File: src/rtl/pwm_ramp_pkg.sv
// Shared definitions for the PWM duty ramp block: register word offsets,
// field positions, the per-channel state encoding and a byte-lane merge helper.
package pwm_ramp_pkg;

    // Word indices decoded from byte address bits [9:2]
    localparam logic [7:0] CH0_TARGET_IDX = 8'h00;
    localparam logic [7:0] CH1_TARGET_IDX = 8'h01;
    localparam logic [7:0] CH2_TARGET_IDX = 8'h02;
    localparam logic [7:0] CH3_TARGET_IDX = 8'h03;
    localparam logic [7:0] RAMP_CFG_IDX   = 8'h04;
    localparam logic [7:0] STATUS_IDX     = 8'h05;
    localparam logic [7:0] DONE_IDX       = 8'h06;

    localparam int EN_BIT    = 31;
    localparam int STEP_LSB  = 16;
    localparam int STEP_BITS = 8;

    typedef enum logic [1:0] {
        ST_OFF,
        ST_IDLE,
        ST_UP,
        ST_DOWN
    } ch_state_e;

    function automatic logic [31:0] byte_merge(input logic [31:0] old_val,
                                               input logic [31:0] new_val,
                                               input logic [3:0]  be);
        logic [31:0] res;
        res = old_val;
        for (int i = 0; i < 4; i++) begin
            if (be[i]) res[8*i +: 8] = new_val[8*i +: 8];
        end
        return res;
    endfunction

endpackage

File: src/rtl/pwm_ramp_channel.sv
// One motor channel: slews its duty toward the target by STEP on each ramp
// tick, and snaps to zero the clock after its enable drops.
module pwm_ramp_channel
    import pwm_ramp_pkg::*;
#(
    parameter int DUTY_BITS = 8,
    parameter int STEP_W    = STEP_BITS
) (
    input  logic                 WBs_CLK_i,
    input  logic                 WBs_RST_i,
    input  logic                 tick,
    input  logic [DUTY_BITS-1:0] target,
    input  logic                 en_req,
    input  logic [STEP_W-1:0]    step,
    output logic [DUTY_BITS-1:0] cur,
    output logic                 en,
    output logic                 busy,
    output logic                 done_pulse
);

    // One spare bit so cur + step can never wrap before clamping
    localparam int SUM_W = ((DUTY_BITS > STEP_W) ? DUTY_BITS : STEP_W) + 1;

    ch_state_e            state_q, state_nxt;
    logic [DUTY_BITS-1:0] cur_q, cur_nxt;
    logic                 en_q;
    logic [SUM_W-1:0]     cur_x, tgt_x, step_x, up_sum, dn_diff;
    logic [DUTY_BITS-1:0] up_val, dn_val;

    // NOTE: every variable gets a default at the top of always_comb so no path leaves it unassigned, which would infer a latch.
    always_comb begin
        cur_x   = SUM_W'(cur_q);
        tgt_x   = SUM_W'(target);
        step_x  = SUM_W'(step);
        up_sum  = cur_x + step_x;
        dn_diff = cur_x - step_x;
        up_val  = (step == '0 || up_sum >= tgt_x) ? target : up_sum[DUTY_BITS-1:0];
        dn_val  = (step == '0 || cur_x < tgt_x + step_x) ? target : dn_diff[DUTY_BITS-1:0];

        state_nxt = state_q;
        cur_nxt   = cur_q;

        case (state_q)
            ST_OFF: begin
                cur_nxt = '0;
                if (en_req) state_nxt = ST_IDLE;
            end
            default: begin
                if (!en_req) begin
                    state_nxt = ST_OFF;
                    cur_nxt   = '0;
                end else begin
                    // Direction follows the live target so a mid-ramp change reverses cleanly
                    if (tick && (state_q == ST_UP || state_q == ST_DOWN)) begin
                        if (cur_q < target)      cur_nxt = up_val;
                        else if (cur_q > target) cur_nxt = dn_val;
                    end
                    if (cur_nxt < target)      state_nxt = ST_UP;
                    else if (cur_nxt > target) state_nxt = ST_DOWN;
                    else                       state_nxt = ST_IDLE;
                end
            end
        endcase

        done_pulse = (state_q == ST_UP || state_q == ST_DOWN) && (state_nxt == ST_IDLE);
    end

    // NOTE: sequential state uses non-blocking assignments so all flops sample pre-edge values together.
    always_ff @(posedge WBs_CLK_i or posedge WBs_RST_i) begin
        if (WBs_RST_i) begin
            state_q <= ST_OFF;
            cur_q   <= '0;
            en_q    <= 1'b0;
        end else begin
            state_q <= state_nxt;
            cur_q   <= cur_nxt;
            en_q    <= (state_nxt != ST_OFF);
        end
    end

    assign cur  = cur_q;
    assign en   = en_q;
    assign busy = (state_q == ST_UP) || (state_q == ST_DOWN);

endmodule

File: src/rtl/pwm_duty_ramp.sv
// Wishbone soft-start/soft-stop stage feeding the PWM controller.
// Define PWM_RAMP_DONE_IRQ_EN to add the DONE register and irq_o.
module pwm_duty_ramp
    import pwm_ramp_pkg::*;
#(
    parameter int          NUM_CH            = 4,
    parameter int          DUTY_BITS         = 8,
    parameter int          PRESCALE_BITS     = 16,
    parameter logic [31:0] DEFAULT_REG_VALUE = 32'hDEF_FAB_AC
) (
    input  logic                        WBs_CLK_i,
    input  logic                        WBs_RST_i,
    input  logic [16:0]                 WBs_ADR_i,
    input  logic                        WBs_CYC_i,
    input  logic                        WBs_STB_i,
    input  logic                        WBs_WE_i,
    input  logic [3:0]                  WBs_BYTE_STB_i,
    input  logic [31:0]                 WBs_DAT_i,
    output logic [31:0]                 WBs_DAT_o,
    output logic                        WBs_ACK_o,
    output logic [NUM_CH*DUTY_BITS-1:0] duty_o,
    output logic [NUM_CH-1:0]           en_o
`ifdef PWM_RAMP_DONE_IRQ_EN
    ,
    output logic                        irq_o
`endif
);

    localparam logic [31:0] CH_MASK  = (32'd1 << EN_BIT) | ((32'd1 << DUTY_BITS) - 32'd1);
    localparam logic [31:0] CFG_MASK = 32'h00FF_0000 | ((32'd1 << PRESCALE_BITS) - 32'd1);

    logic                     ack_q;
    logic                     wr_stb, cfg_wr, tick;
    logic [7:0]               reg_idx;
    logic [31:0]              cfg_q;
    logic [31:0]              ch_reg [NUM_CH];
    logic [PRESCALE_BITS-1:0] pre_cnt, prescale;
    logic [NUM_CH-1:0]        busy, done_pulse;
    logic [31:0]              rd_data;
    logic                     unused_adr;

    assign reg_idx    = WBs_ADR_i[9:2];
    assign unused_adr = ^{WBs_ADR_i[16:10], WBs_ADR_i[1:0]};
    assign wr_stb     = WBs_CYC_i & WBs_STB_i & WBs_WE_i & ~ack_q;
    assign cfg_wr     = wr_stb && (reg_idx == RAMP_CFG_IDX);
    assign prescale   = cfg_q[PRESCALE_BITS-1:0];

    // NOTE: the register file is a handful of flops, not a RAM, so it takes the async reset like any other state.
    always_ff @(posedge WBs_CLK_i or posedge WBs_RST_i) begin
        if (WBs_RST_i) begin
            ack_q <= 1'b0;
            cfg_q <= '0;
            for (int n = 0; n < NUM_CH; n++) ch_reg[n] <= '0;
        end else begin
            ack_q <= WBs_CYC_i & WBs_STB_i & ~ack_q;
            if (cfg_wr) cfg_q <= byte_merge(cfg_q, WBs_DAT_i, WBs_BYTE_STB_i) & CFG_MASK;
            for (int n = 0; n < NUM_CH; n++) begin
                if (wr_stb && reg_idx == CH0_TARGET_IDX + 8'(n))
                    ch_reg[n] <= byte_merge(ch_reg[n], WBs_DAT_i, WBs_BYTE_STB_i) & CH_MASK;
            end
        end
    end

    // A config write restarts the tick period and suppresses that cycle's tick
    assign tick = (pre_cnt == prescale) && !cfg_wr;

    always_ff @(posedge WBs_CLK_i or posedge WBs_RST_i) begin
        if (WBs_RST_i)                            pre_cnt <= '0;
        else if (cfg_wr || pre_cnt == prescale)   pre_cnt <= '0;
        else                                      pre_cnt <= pre_cnt + 1'b1;
    end

    for (genvar n = 0; n < NUM_CH; n++) begin : g_ch
        pwm_ramp_channel #(
            .DUTY_BITS (DUTY_BITS),
            .STEP_W    (STEP_BITS)
        ) u_ch (
            .WBs_CLK_i  (WBs_CLK_i),
            .WBs_RST_i  (WBs_RST_i),
            .tick       (tick),
            .target     (ch_reg[n][DUTY_BITS-1:0]),
            .en_req     (ch_reg[n][EN_BIT]),
            .step       (cfg_q[STEP_LSB +: STEP_BITS]),
            .cur        (duty_o[n*DUTY_BITS +: DUTY_BITS]),
            .en         (en_o[n]),
            .busy       (busy[n]),
            .done_pulse (done_pulse[n])
        );
    end

`ifdef PWM_RAMP_DONE_IRQ_EN
    logic [NUM_CH-1:0] done_q, done_clr;

    assign done_clr = (wr_stb && reg_idx == DONE_IDX && WBs_BYTE_STB_i[0])
                      ? WBs_DAT_i[NUM_CH-1:0] : '0;

    // Set is OR-ed in after the clear so a same-cycle completion wins
    always_ff @(posedge WBs_CLK_i or posedge WBs_RST_i) begin
        if (WBs_RST_i) begin
            done_q <= '0;
            irq_o  <= 1'b0;
        end else begin
            done_q <= (done_q & ~done_clr) | done_pulse;
            irq_o  <= |done_q;
        end
    end
`else
    logic unused_done;
    assign unused_done = |done_pulse;
`endif

    always_comb begin
        rd_data = DEFAULT_REG_VALUE;
        case (reg_idx)
            RAMP_CFG_IDX: rd_data = cfg_q;
            STATUS_IDX:   rd_data = 32'(busy);
`ifdef PWM_RAMP_DONE_IRQ_EN
            DONE_IDX:     rd_data = 32'(done_q);
`endif
            default: begin
                for (int n = 0; n < NUM_CH; n++) begin
                    if (reg_idx == CH0_TARGET_IDX + 8'(n)) rd_data = ch_reg[n];
                end
            end
        endcase
    end

    assign WBs_DAT_o = rd_data;
    assign WBs_ACK_o = ack_q;

endmodule

File: config.mk
export PLATFORM = sky130hd
export DESIGN_NAME = pwm_duty_ramp
export DESIGN_NICKNAME = d
export VERILOG_FILES = /design/src/rtl/pwm_ramp_pkg.sv /design/src/rtl/pwm_ramp_channel.sv /design/src/rtl/pwm_duty_ramp.sv
export SDC_FILE = /design/constraint.sdc
export NUM_CORES = 1
export LEC_CHECK = 0
export ABC_CLOCK_PERIOD_IN_PS = 6500
export CORE_UTILIZATION = 66
export CTS_CLUSTER_DIAMETER = 150
export DETAILED_ROUTE_END_ITERATION = 10
export DONT_BUFFER_PORTS = 1
export MAX_ROUTING_LAYER = met4
export PLACE_DENSITY = 0.9
export SLEW_MARGIN = 5
export SYNTH_ARGS = -nofsm -noshare
export SYNTH_HDL_FRONTEND = slang
export SYNTH_SLANG_ARGS = --single-unit
File: constraint.sdc
create_clock -name WBs_CLK_i -period 6.5 [get_ports WBs_CLK_i]
set_input_delay 1.3 -clock WBs_CLK_i [delete_from_list [all_inputs] [get_ports WBs_CLK_i]]
set_output_delay 1.3 -clock WBs_CLK_i [all_outputs]
set_load 0.05 [all_outputs]
==> flow_summary.ini <==
[run_status]
outcome = finished clean

[synth]
syn_avg_cell_area_um2 = 8.85
syn_inst = 1471
yosys_warnings = 0
synthMostInstantiatedCell = ha_1
synth_edf_count = 0
synthArstFlopShare_pct = 100
yosysSeqAreaShare_pct = 23.2
yosys.area.top_type_share_pct = 23.2
synth_area_leaders = dfrtp_1 (23%), ha_1 (21%), mux2_2 (4.9%)
synth_top_cell_by_area = dfrtp_1
netlist_area_mm2 = 0.0130
ys.flop_type = dfrtp_1
synth_cell_type_count = 87
ys_ff_latch = 121
synthTopCellsByCount = ha_1 (217), nor2_1 (127), dfrtp_1 (121)

[cts]
cts_buffers = 17
clock_path_buffers = 2
cts_hold_buf = 0
cts_tree = yes
cts_resized = 0
clkTransAtPathRegs_ps = 70
cts-root-buf = clkbuf_16
clock_latency_ps = 450
cts_setup_buffers = 0
h-tree-depth = 4
clock_sinks = 121

[layout]
fillers = 1395
largest_reg_flops = 36
post-route-util_pct = 71.7
syn_to_final_growth_pct = 6.78
regArea_mm2 = 0.00303
antennaDiodeCount = 0
multi_input_area_mm2 = 0.00950
nets = 1747
final_layout_size_suffix_gt1_share_pct = 9.91

[timing]
rsz0062_at_grt = no
max_slew_margin_pct = 19.1
period_share_pct = 90.5
fin_ws_ps = 617
setup_tns_ps = 0
drv_slew = 0
worstMarginPinSlew_ps = 1210
finalHoldViolCount = 0
finalWorstPathRequiredPeriod_ps = 5880
setup_viol = 0
max_freq_ghz = 0.170
finClkSkew_ps = 11.9

[power_and_ir_drop]
ir_worst_vdd_mv = 0.196
power.total_mw = 2.80
cellLeakagePower_nw = 6.63
power_density_mw_per_mm2 = 201

[global_routing]
grt_pass1_vias = 11749
antenna_found_initial = 0
grt_start_max_net_pins = 81
grt_overflow = 0
grt_pass1_wl_mm = 62.9
grtUsageTotal_pct = 41.9

[routing]
antenna_left = 0
dr.pass1.iters = 6
routed-via-count = 12160
post_drt_wl_per_cell_um = 23.4
wl_mm = 40.7
drt_iter0_markers = 1317
drc_errors = 0
viasPerCell = 7.00

[setup_path]
cp_slowest_cell = dfrtp_1
rr_worst_depth = 22
crit_fanout = 9
cp.depth = 22
path_class = flop to flop
crit_buf_inv = 1
crit_path_frequent_cell = a21o_1
end_kind = flop
critPathLaunchType = flop
crit_family = compound AO/OA/AOI/OAI gates
worstPathCellList = inv_1, ha_1, nor2b_1, o21ai_0, o311ai_0, nor2_1, xor2_1, ha_1, a21o_1, a21o_1, a2111oi_0, o211ai_1, nor2_2, mux2_2, o22ai_1, a21oi_1, ha_1, a21o_1, a21o_1, a21oi_1, o21ai_0, o21a_1
critPathMaxStageDelay_ps = 580
required_ps = 6840
cp.arrival_ps = 6220

[die]
die_w_um = 142
ioPinCount = 127
die_area_mm2 = 0.0203
std_cell_rows = 51
coreArea_mm2 = 0.0194
chipHeight_um = 142
start_util_pct = 67.1

[placement]
gp_congestion = 1.02
io_buffers = 0
hpwl_mm = 29.7
preCtsSetupSlack_ps = 868

[run]
cap_violations = 0

[min_path]
hold_class = flop to flop
whs_path_depth = 0
[through the flow]
step                      cells  hold slack, ps  instance area (um2)
final                      1738             448                13900
after global routing       1738             460                13900
after CTS                  1738             452                13900
after detailed placement   1706             440                13300
after global placement     1706             436                13300
after floorplan            1472             447                13000
[layer usage]
metal	global-route usage (%)	part of all wire [%]
met1	50.3	38
met2	64.4	45
met3	10.2	11
met4	23.4	5.8
met5	-	0
[worst register-to-register path, cell delays in order, from the launching register on]
cell	delay (ps)
dfrtp_1	580
inv_1	320
ha_1	380
nor2b_1	60
o21ai_0	240
o311ai_0	280
nor2_1	180
xor2_1	250
ha_1	290
a21o_1	160
a21o_1	170
a2111oi_0	430
o211ai_1	190
nor2_2	430
mux2_2	390
o22ai_1	170
a21oi_1	80
ha_1	320
a21o_1	170
a21o_1	160
a21oi_1	180
o21ai_0	150
o21a_1	190
[cell type report]
type                            count  share of cell area [%]
Clock buffer                       17                    3.06
Clock inverter                     15                    1.27
Inverter                           74                    2.02
Multi-Input combinational cell   1224                    68.3
Sequential cell                   121                    21.8
Tap cell                          265                    2.38
Timing Repair Buffer               22                    1.19
[cells by family (layout without fill, tap and decap cells)]
family                   after synthesis  in the layout  synth area share (%)
flip-flops                           121            121                  23.2
AO/OA/AOI/OAI                        401            401                  20.4
multiplexers                          79             79                  6.63
other                                  1              2                0.0288
XOR/XNOR                              93             93                  6.31
buffers and inverters                127            128                  4.12
AND/OR/NAND/NOR                      420            420                  16.6
adder cells (fa/ha/maj)              229            229                  22.7
[power by group]
group	internal (mW)	total, mW	leakage (nW)	switching, mW
registers	0.794	0.951	1.57	0.157
clock network	0.581	1.01	0.301	0.432
logic	0.306	0.832	4.75	0.526
total	1.68	2.80	6.63	1.12
[cells in the final DEF (no fill, tap or decap), types with 31 or more instances in the layout]
| cell | instances |
|---|---|
| ha_1 | 217 |
| nor2_1 | 127 |
| dfrtp_1 | 121 |
| a21oi_1 | 94 |
| nand2_1 | 79 |
| o21ai_0 | 76 |
| inv_1 | 73 |
| xnor2_1 | 67 |
| mux2_2 | 57 |
| a21o_1 | 50 |
| nor2b_1 | 32 |
| a211oi_1 | 31 |
[worst paths after layout]
kind | from | to | slack (ps)
min | ch_reg[95] | g_ch[1].u_ch.en | 450
max in group asynchronous | WBs_RST_i | g_ch[3].u_ch.cur[5] | 4390
min in group asynchronous | WBs_RST_i | g_ch[1].u_ch.en | 970
max | cfg_q[17] | g_ch[3].u_ch.state_q[0] | 620
min reg2reg | ch_reg[95] | g_ch[1].u_ch.en | 450
max reg2reg | cfg_q[17] | g_ch[3].u_ch.state_q[0] | 620
Power figures use the tool's default switching activity.
